`src/rtl/xadc_drp_pkg.sv`:
```
// Shared definitions for the XADC DRP read initiator: FSM state encoding,
// DRP address map constants and sample/average widths.
package xadc_drp_pkg;

  // ST_AVG is only entered when the averaging build (AVG_EN) is selected.
  typedef enum logic [2:0] {
    ST_IDLE  = 3'd0,
    ST_REQ   = 3'd1,
    ST_WAIT  = 3'd2,
    ST_STORE = 3'd3,
    ST_AVG   = 3'd4
  } drp_state_e;

  // Status register of VAUX[n] lives at 0x10 + n.
  localparam logic [6:0] XADC_AUX_BASE_ADDR = 7'h10;

  // Result width held per slot (DO[15:4]).
  localparam int SAMPLE_W = 12;

  // XADC channel code of VAUX[0].
  localparam int CH_CODE_OFFSET = 16;

  // Moving-average history depth and accumulator width (4 x 12 bit).
  localparam int AVG_DEPTH = 4;
  localparam int AVG_SUM_W = 14;

endpackage

```
`src/rtl/sample_averager.sv`:
```
// Per-slot 4-deep sample history with a truncating mean of the stored
// samples. History starts at zero, so the first few outputs ramp up.
module sample_averager
  import xadc_drp_pkg::*;
(
  input  logic                clk,
  input  logic                rst,
  input  logic                push,
  input  logic [SAMPLE_W-1:0] sample_in,
  output logic [SAMPLE_W-1:0] avg_out
);

  logic [AVG_DEPTH-1:0][SAMPLE_W-1:0] hist_q;
  logic [AVG_DEPTH-1:0][SAMPLE_W-1:0] hist_d;
  logic [AVG_SUM_W-1:0]               sum;

  // Shift the new sample in at position 0, oldest falls off the end.
  always_comb begin
    hist_d = hist_q;
    if (push) begin
      hist_d[0] = sample_in;
      for (int i = 1; i < AVG_DEPTH; i++) begin
        hist_d[i] = hist_q[i-1];
      end
    end
  end

  // History register, cleared by reset.
  always_ff @(posedge clk) begin
    if (rst) begin
      hist_q <= '0;
    end else begin
      hist_q <= hist_d;
    end
  end

  // Sum of the history; divide by 4 by dropping the two LSBs (no rounding).
  always_comb begin
    sum = '0;
    for (int i = 0; i < AVG_DEPTH; i++) begin
      sum = sum + AVG_SUM_W'(hist_q[i]);
    end
    avg_out = SAMPLE_W'(sum >> 2);
  end

endmodule

```
`src/rtl/xadc_drp_reader.sv`:
```
// DRP read initiator for the XADC auxiliary channels. Each accepted EOC
// triggers one DEN pulse reading the channel's status register, waits for
// DRDY under a timeout and stores DO[15:4] into the channel's slot.
// Optional build macro AVG_EN: each slot outputs the mean of its last four
// samples and VALID is delayed by one extra cycle.
//
// state    | meaning
// ---------+--------------------------------------------------------------
// ST_IDLE  | ready; EOC on a serviced channel latches slot and address
// ST_REQ   | DEN high for this single cycle, timeout counter cleared
// ST_WAIT  | waiting for DRDY; capture on DRDY, give up at DRDY_TIMEOUT
// ST_STORE | slot just updated; VALID pulses here in the raw build
// ST_AVG   | averaged build only: VALID pulses here instead of ST_STORE
module xadc_drp_reader
  import xadc_drp_pkg::*;
#(
  parameter int NUM_CH       = 2,
  parameter int BASE_AUX     = 0,
  parameter int DRDY_TIMEOUT = 15
) (
  input  logic                       CLK,
  input  logic                       RST,
  input  logic                       EOC,
  input  logic [4:0]                 CHANNEL,
  input  logic                       DRDY,
  input  logic [15:0]                DO,
  output logic [6:0]                 DADDR,
  output logic                       DEN,
  output logic                       DWE,
  output logic [SAMPLE_W*NUM_CH-1:0] SAMPLES,
  output logic                       VALID,
  output logic [2:0]                 VALID_CH,
  output logic                       TIMEOUT_ERR,
  output logic                       OVERRUN
);

  localparam int CH_LO = CH_CODE_OFFSET + BASE_AUX;

  drp_state_e state_q, state_d;
  logic [2:0] idx_q, idx_d;
  logic [6:0] daddr_q, daddr_d;
  logic [7:0] cnt_q, cnt_d;
  logic       to_err_q, to_err_d;
  logic       overrun_q, overrun_d;

  logic [5:0] ch_rel;
  logic       ch_hit;
  logic       cap_we;
  logic       den;
  logic       valid;
  logic       unused_do_lsb;

  // The low nibble of DO carries no conversion data.
  assign unused_do_lsb = ^DO[3:0];

  // Slot decode of the incoming channel code.
  always_comb begin
    ch_rel = {1'b0, CHANNEL} - 6'(CH_LO);
    ch_hit = ({1'b0, CHANNEL} >= 6'(CH_LO)) && (ch_rel < 6'(NUM_CH));
  end

  // Next-state and output decode of the read sequencer.
  always_comb begin
    state_d   = state_q;
    idx_d     = idx_q;
    daddr_d   = daddr_q;
    cnt_d     = cnt_q;
    to_err_d  = to_err_q;
    overrun_d = overrun_q;
    cap_we    = 1'b0;
    den       = 1'b0;
    valid     = 1'b0;

    // EOCs are never queued; any arriving while busy is only flagged.
    if (EOC && (state_q != ST_IDLE)) begin
      overrun_d = 1'b1;
    end

    case (state_q)
      ST_IDLE: begin
        if (EOC && ch_hit) begin
          idx_d   = 3'(ch_rel);
          daddr_d = XADC_AUX_BASE_ADDR + 7'(BASE_AUX) + 7'(ch_rel);
          state_d = ST_REQ;
        end
      end
      ST_REQ: begin
        den     = 1'b1;
        cnt_d   = '0;
        state_d = ST_WAIT;
      end
      ST_WAIT: begin
        // DRDY is checked first so it wins over the final timeout count.
        if (DRDY) begin
          cap_we  = 1'b1;
          state_d = ST_STORE;
        end else if ((cnt_q + 8'd1) == 8'(DRDY_TIMEOUT)) begin
          to_err_d = 1'b1;
          cnt_d    = '0;
          state_d  = ST_IDLE;
        end else begin
          cnt_d = cnt_q + 8'd1;
        end
      end
      ST_STORE: begin
`ifdef AVG_EN
        state_d = ST_AVG;
`else
        valid   = 1'b1;
        state_d = ST_IDLE;
`endif
      end
`ifdef AVG_EN
      ST_AVG: begin
        valid   = 1'b1;
        state_d = ST_IDLE;
      end
`endif
      default: begin
        state_d = ST_IDLE;
      end
    endcase
  end

  // Sequencer registers and sticky error flags.
  always_ff @(posedge CLK) begin
    if (RST) begin
      state_q   <= ST_IDLE;
      idx_q     <= '0;
      daddr_q   <= '0;
      cnt_q     <= '0;
      to_err_q  <= 1'b0;
      overrun_q <= 1'b0;
    end else begin
      state_q   <= state_d;
      idx_q     <= idx_d;
      daddr_q   <= daddr_d;
      cnt_q     <= cnt_d;
      to_err_q  <= to_err_d;
      overrun_q <= overrun_d;
    end
  end

`ifdef AVG_EN
  // One averager per slot; the raw capture is pushed on the DRDY edge.
  for (genvar k = 0; k < NUM_CH; k++) begin : g_avg
    sample_averager u_avg (
      .clk       (CLK),
      .rst       (RST),
      .push      (cap_we && (idx_q == 3'(k))),
      .sample_in (DO[15:4]),
      .avg_out   (SAMPLES[k*SAMPLE_W +: SAMPLE_W])
    );
  end
`else
  logic [NUM_CH-1:0][SAMPLE_W-1:0] samples_q, samples_d;

  // The slot is written on the DRDY edge so it is already updated when
  // VALID pulses in the following cycle.
  always_comb begin
    samples_d = samples_q;
    for (int k = 0; k < NUM_CH; k++) begin
      if (cap_we && (idx_q == 3'(k))) begin
        samples_d[k] = DO[15:4];
      end
    end
  end

  // Per-slot result registers.
  always_ff @(posedge CLK) begin
    if (RST) begin
      samples_q <= '0;
    end else begin
      samples_q <= samples_d;
    end
  end

  assign SAMPLES = samples_q;
`endif

  assign DADDR       = daddr_q;
  assign DEN         = den;
  assign DWE         = 1'b0;
  assign VALID       = valid;
  assign VALID_CH    = idx_q;
  assign TIMEOUT_ERR = to_err_q;
  assign OVERRUN     = overrun_q;

endmodule
```
`config.mk`:
```
export PLATFORM = sky130hd
export DESIGN_NAME = xadc_drp_reader
export DESIGN_NICKNAME = d
export VERILOG_FILES = /design/src/rtl/xadc_drp_pkg.sv /design/src/rtl/sample_averager.sv /design/src/rtl/xadc_drp_reader.sv
export SDC_FILE = /design/constraint.sdc
export NUM_CORES = 1
export LEC_CHECK = 0
export ABC_AREA = 1
export CORE_MARGIN = 8
export CORE_UTILIZATION = 35
export CTS_CLUSTER_DIAMETER = 50
export DETAILED_ROUTE_END_ITERATION = 10
export HOLD_SLACK_MARGIN = 0.06
export SLEW_MARGIN = 20
export SYNTH_ARGS = -nofsm -noshare
export SYNTH_HDL_FRONTEND = slang
export SYNTH_SLANG_ARGS = --single-unit
export TNS_END_PERCENT = 5
```
`constraint.sdc`:
```
create_clock -name CLK -period 1.6 [get_ports CLK]
set_input_delay 0.4 -clock CLK [delete_from_list [all_inputs] [get_ports CLK]]
set_output_delay 0.4 -clock CLK [all_outputs]
set_load 0.05 [all_outputs]
```
Word level (Yosys, flattened, before mapping):

Cells that the tools add are included.

* $add $sub $neg: 3
* order comparisons: 2
* eq/ne operators: 8
* mux-type cells: 11
* bitwise logic cells: 1
* reduce and logical (&&, ||, !) cells: 13

Operators with widths (count)
* 8-bit 2-to-1 mux: 2
* 8-bit one-hot mux with 2 select lines: 1
* 3-bit 2-to-1 mux: 3
* 3-bit one-hot mux with 3 select lines: 1
* 8-bit by 1-bit adder with 8-bit output, second input constant: 1
* 8-bit by 4-bit == test with 1-bit output, second input constant: 1
* 5-bit by 6-bit adder with 7-bit output, first input constant: 1
* 3-bit by 1-bit == test with 1-bit output, second input constant: 2
* 3-bit by 2-bit == test with 1-bit output, second input constant: 2
* 3-bit logical NOT: 2
* 6-bit by 2-bit less-than comparator with 1-bit output, second input constant: 1
* 2-bit AND reduction: 3
* 5-bit by 5-bit subtractor with 6-bit output, second input constant: 1
* 5-bit >= comparator, second input constant: 1
* 1-bit logical AND: 5
* 1-bit 2-to-1 mux: 4
* 2-bit != test, second input constant: 2
* 3-bit != test, second input constant: 1
* 3-bit AND reduction: 1
* 3-bit nonzero test: 1
* 2-bit nonzero test: 1
* 1-bit inverter: 1

* register bits after elaboration: 47
* output and inout port bits: 39

Longest topological paths before layout:

Gate-level depths: netlist (run 1).

* word-level depth: 6
* mapped depth: 10

Worst setup path before layout (run 1):

No wires, ideal clock.

* kind: flip-flop to output port
* start point: register state_q[0]
* end point: output DEN
* arrival time: 1.079 ns
* setup slack: 0.121 ns
* stages on the path, launching flop included: 3
* buffers on the path: 0
* cell sequence: dfxtp_1 inv_1 nor2_1

* word-level cells in the longest chain between the ends: 2

Ends and longest elaborated chain
* from (decl): line xadc_drp_reader.sv:39 `drp_state_e state_q, state_d;`
* from (signal assigned): line xadc_drp_reader.sv:135 `state_q <= state_d;`
* 3-bit by 1-bit == test with 1-bit output: line xadc_drp_reader.sv:79 `case (state_q)`
* 1-bit 2-to-1 mux: line xadc_drp_reader.sv:79
* to (decl): line xadc_drp_reader.sv:28 `output logic DEN,`

Every way passes these cells.

Worst setup path after layout (run 1):

Same ends and word-level chain as after synthesis.

==> results of run 1 <==
==> tightest hold or removal path: stages (launching register included) <==
cell     delay, ns
dfxtp_1       0.34
nand2_1       0.07
nor2_1        0.04
==> stage by stage <==
step	util (%)	setup TNS, ns
after detailed placement	56.7	-4.52
after global placement	56.7	-3.37
final	59.3	0
after CTS	59.0	0
after global routing	59.3	-0.00192
after floorplan	-	0
==> per-layer routing <==
| layer | global-route usage (%) | wire length, um |
|---|---|---|
| met5 | 0 | 0 |
| met4 | 2.81 | 51 |
| met3 | 4.69 | 313 |
| met2 | 22.9 | 2300 |
| met1 | 13.4 | 2050 |
==> registers in the layout, summed over array words and instances (netlist names) <==
name,flops
state_q,2
OVERRUN,1
cnt_q,8
TIMEOUT_ERR,1
SAMPLES,24
VALID_CH,2
DADDR,4
==> cell families (layout without fill, tap and decap cells) <==
family	Yosys count	after routing	synth area share, %
AND/OR/NAND/NOR	121	121	30.9
flip-flops	42	42	46.9
AO/OA/AOI/OAI	41	41	11.6
buffers and inverters	36	98	9.00
adder cells (fa/ha/maj)	2	2	1.40
other	1	2	0.209
==> layout make-up <==
type                    count  area [um2]  share of cell area, %
clock buffers               6        82.6                   2.78
repair buffers             67        1030                   34.6
flip-flops and latches     42         843                   28.4
inverters                  24        91.3                   3.08
clock inverters             1        30.0                   1.01
multi-input cells         166         806                   27.1
well taps                  70        87.6                   2.95
==> how the worst max path moves through the flow <==
| stage | start | end | slack [ns] | cells after the start |
|---|---|---|---|---|
| 4_1_cts | state_q[0] | DEN | 0.05 | 3 |
| 2_1_floorplan | state_q[0] | DEN | 0.12 | 2 |
| 5_1_grt | state_q[1] | SAMPLES[7] | -0.002 | 9 |
| 6_report | state_q[0] | DEN | 0.10 | 3 |
| 3_5_place_dp | DRDY | SAMPLES[10] | -0.18 | 8 |
| 3_3_place_gp | DRDY | SAMPLES[1] | -0.14 | 8 |
==> what timing repair did <==
action / in CTS / in global routing
setup buffers: 0 / 0
endpoints found under the setup margin: 0 / 20
resized for setup: 0 / 6
==> power breakdown <==
group	switching, mW	total, mW	leakage, nW	internal [mW]
clock network	0.343	0.842	0.0573	0.499
logic	0.300	0.554	0.752	0.255
registers	0.0467	1.13	0.340	1.09
total	0.689	2.53	1.15	1.84
==> Yosys cell counts (all sizes together) <==
library cell and instances:
nand4 4, ha 2, a21oi 12, nand2 33
conb 1, nand3 12, clkbuf 5, o21bai 1
o21ai 28, and2 1, nor3 3, dfxtp 42
nor2 66, nor4 1, buf 7, inv 24
nand3b 1
==> out/results.ini, run 1 <==
[sta]
final.min_clock_period_ns = 1.50
setup_viol = 0
fin_crit_sh_pct = 93.5
rsz0062_at_grt = yes
drv_slew = 0
setup_slack_ns = 0.105
skew_ns = 0.00224
fmax_mhz = 669
hold_viol_final = 0
hold_slack_ns = 0.479

[placed_design]
dp_hpwl_um = 3630
placedInstanceArea_mm2 = 0.00284
dpl.cell_count = 369
gp_congestion = 0.733
io_buffers = 57
pre_cts_slack_ns = -0.184

[critical_path]
critPathLaunchType = flip-flop
endpoint_kind = primary output
cpPeakStageDelay_ns = 0.42
critPathSlowestCell = dfxtp_1
path_class = flip-flop to primary output
arrival_ns = 1.10
reg2reg_from = cnt_q[1]
crit_family = flip-flops
worst-path-buf-inv = 2
ff2ff_path_depth = 9
cp_max_fo = 5
reg2reg_to = cnt_q[2]
crit_path_cell_trace = inv_1 -> nor2_2 -> buf_12
crit_required_ns = 1.20
r2r_slack_ns = 0.11

[finish]
instances_no_fill = 376
final_common_cell = nor2_1
drive_gt1_share_pct = 24.8
diodes = 0
area_growth_pct = 65.6
final_nets = 333
mostFrequentLayoutCells = 61 x nor2_1, 40 x dfxtp_1, 38 x buf_12
fill_cells = 466
final_cell_area_mm2 = 0.00297

[logic_synthesis]
synth-seq-area-share_pct = 46.9
ys_top_cells_by_area = dfxtp_1 47%, nor2_1 13%, o21ai_0 6.4%
avgSynthCellArea_um2 = 7.38
netlist_instances = 243
yosys_warnings = 0
yosys.area.top_type = dfxtp_1
synth_area_mm2 = 0.00179
synth.distinct_cells = 27
ys_ff_latch = 42
yosys.area.top_type_share_pct = 46.9

[clocking]
cts_hold_buf = 0
cts.sinks = 42
cts.clk_slew.worst_paths_ns = 0.07
htree_levels = 2
cts_tree = yes
clockBufferDepth = 2
cts_inserted_buffers = 5
clk_latency_ns = 0.29
cts_root_buf = clkbuf_8

[pwr]
finalPower_mw = 2.53
peakVddDrop_mv = 0.563
power.density_mw_per_mm2 = 852
cellLeakagePower_nw = 1.15

[job]
cap_violations = 0

[drt]
drt_iter0_drc = 62
vias = 1738
vias_per_cell = 4.62
ant_nets = 0
first_pass_iters = 4
drc = 0
wl_per_cell_um = 12.5
drt-total-wl_um = 4710

[global_route]
overflow = 0
grt_antenna_before_repair = 0
grt_pass1_wl_um = 7640
grt_pass1_vias = 1743
grt_max_degree = 16
grtUsageTotal_pct = 12.6

[floorplanning]
fp.coreArea_mm2 = 0.00501
initial_core_util_pct = 35.8
io_pins = 64
die-area_mm2 = 0.00767
die_y_um = 87.6
rows = 26
die_x_um = 87.6

[outcome]
status = completed

[hold_path]
whs_endpoint = DADDR[3]
holdPathStages = 2
min_path_type = flip-flop to flip-flop
hp-start = DADDR[3]

Note: power is estimated with default switching activity, not from simulation.
==> inputs of run 2 (changes only) <==
--- a/config.mk
+++ b/config.mk
@@ -6,6 +6,7 @@
 export NUM_CORES = 1
 export LEC_CHECK = 0
 export ABC_AREA = 1
+export CORE_ASPECT_RATIO = 1.25
 export CORE_MARGIN = 8
 export CORE_UTILIZATION = 35
 export CTS_CLUSTER_DIAMETER = 50
==> out/results.ini, run 2 (synthesis gave the netlist of run 1 again) <==
[floorplanning]
die-area_mm2 = 0.00768
die_x_um = 80.0
die_y_um = 96.0
initial_core_util_pct = 35.8
fp.coreArea_mm2 = 0.00501
io_pins = 64
rows = 29

[sta]
setup_slack_ns = 0.0838
hold_viol_final = 0
fin_tns_setup_ns = 0
setup_viol = 0
fmax_mhz = 660
rsz0062_at_grt = no
final.min_clock_period_ns = 1.52
skew_ns = 0.00197
drv_slew = 0
fin_crit_sh_pct = 94.8

[critical_path]
arrival_ns = 1.12
cpPeakStageDelay_ns = 0.41
crit_family = flip-flops
crit_required_ns = 1.20
r2r_slack_ns = 0.15
ff2ff_path_depth = 10
path_class = flip-flop to primary output
reg2reg_from = cnt_q[0]
crit_path_cell_trace = inv_1 -> nor2_1 -> buf_12
critPathSlowestCell = dfxtp_1
cp_max_fo = 5
reg2reg_to = state_q[0]
critPathLaunchType = flip-flop
endpoint_kind = primary output
worst-path-buf-inv = 2

[hold_path]
whs_endpoint = cnt_q[7]
hp-start = cnt_q[7]
holdPathStages = 2
min_path_type = flip-flop to flip-flop

[clocking]
cts.clk_slew.worst_paths_ns = 0.08
post_cts_buffers = 0
cts.sinks = 42
cts_root_buf = clkbuf_8
cts_tree = yes
cts_inserted_buffers = 5
clk_latency_ns = 0.29
htree_levels = 2
clockBufferDepth = 2

[finish]
largest_reg_flops = 24
final_cell_area_mm2 = 0.00294
final_nets = 332
drive_gt1_share_pct = 23.6
final_common_cell = nor2_1
mostFrequentLayoutCells = 62 x nor2_1, 42 x dfxtp_1, 40 x buf_12
diodes = 0
area_growth_pct = 63.9
instances_no_fill = 367

[global_route]
grt_pass1_vias = 1498
grt_pass1_wl_um = 6930
grt_max_degree = 28
overflow = 0
grtUsageTotal_pct = 11.5
grt_antenna_before_repair = 0

[placed_design]
io_buffers = 57
dp_hpwl_um = 3490
gp_congestion = 0.781
placedInstanceArea_mm2 = 0.00285
dpl.cell_count = 360
pre_cts_slack_ns = -0.224

[pwr]
power.density_mw_per_mm2 = 792
cellLeakagePower_nw = 1.14
peakVddDrop_mv = 0.587

[drt]
first_pass_iters = 4
drt-total-wl_um = 4500
drt_iter0_drc = 58
drc = 0
vias_per_cell = 4.53
wl_per_cell_um = 12.3
vias = 1663
ant_nets = 0

[outcome]
status = completed

[job]
cap_violations = 0

-- run 2: cell types whose count changed in the layout (fill, tap and decap cells not counted) --
cell,delta
dfxtp_2,-2
nor2_1,+1
nor2_2,-1
clkbuf_8,-1
bufinv_16,-1
buf_4,-3
inv_2,-1
buf_12,+2
dfxtp_1,+2
clkinv_2,+3
-- run 2: tightest hold or removal path: stages (launching register included) --
cell	delay [ns]
dfxtp_1	0.32
nand2_1	0.06
a21oi_1	0.05
-- run 2: stage by stage --
step           hold WS, ns  util [%]  power [mW]
2_1_floorplan        0.449         -        1.43
3_5_place_dp         0.463      56.9        1.71
6_report             0.472      58.7        2.33
3_3_place_gp         0.457      56.9        1.70
4_1_cts              0.475      58.5        2.35
5_1_grt              0.495      58.7        2.44
-- run 2: cell type report --
class	count	area, um2
well taps	62	77.6
clock buffers	5	68.8
multi-input cells	166	803
repair buffers	66	1050
fillers	470	2070
flip-flops and latches	42	841
clock inverters	2	10.0
inverters	24	92.6
-- run 2: how the worst max path moves through the flow --
stage / start / to / slack [ns] / cells past startpoint
detailed placement: DRDY / SAMPLES[23] / -0.22 / 8
floorplan: state_q[0] / DEN / 0.12 / 2
global placement: DRDY / SAMPLES[15] / -0.18 / 8
global route: state_q[0] / DEN / 0.02 / 3
CTS: state_q[0] / DEN / 0.07 / 3
finish: state_q[0] / DEN / 0.08 / 3
-- run 2: what timing repair did --
item                       CTS  global route
resized for setup            0             4
hold buffers                 0             0
hold endpoints to repair     0             0
setup endpoints to repair    0             6
-- run 2: power by group --
part | switching (mW) | leakage, nW | internal (mW) | total (mW)
clock network | 0.357 | 0.0438 | 0.293 | 0.650
logic | 0.292 | 0.760 | 0.255 | 0.547
registers | 0.0439 | 0.339 | 1.09 | 1.13
-- run 2: layer usage --
| layer | up-vias | track usage (%) | wire, um |
|---|---|---|---|
| met5 | - | 0 | 0 |
| met4 | 0 | 4.10 | 51 |
| met3 | 6 | 2.71 | 215 |
| met2 | 47 | 21.4 | 2310 |
| met1 | 721 | 12.3 | 1920 |
| li1 | 889 | - | - |
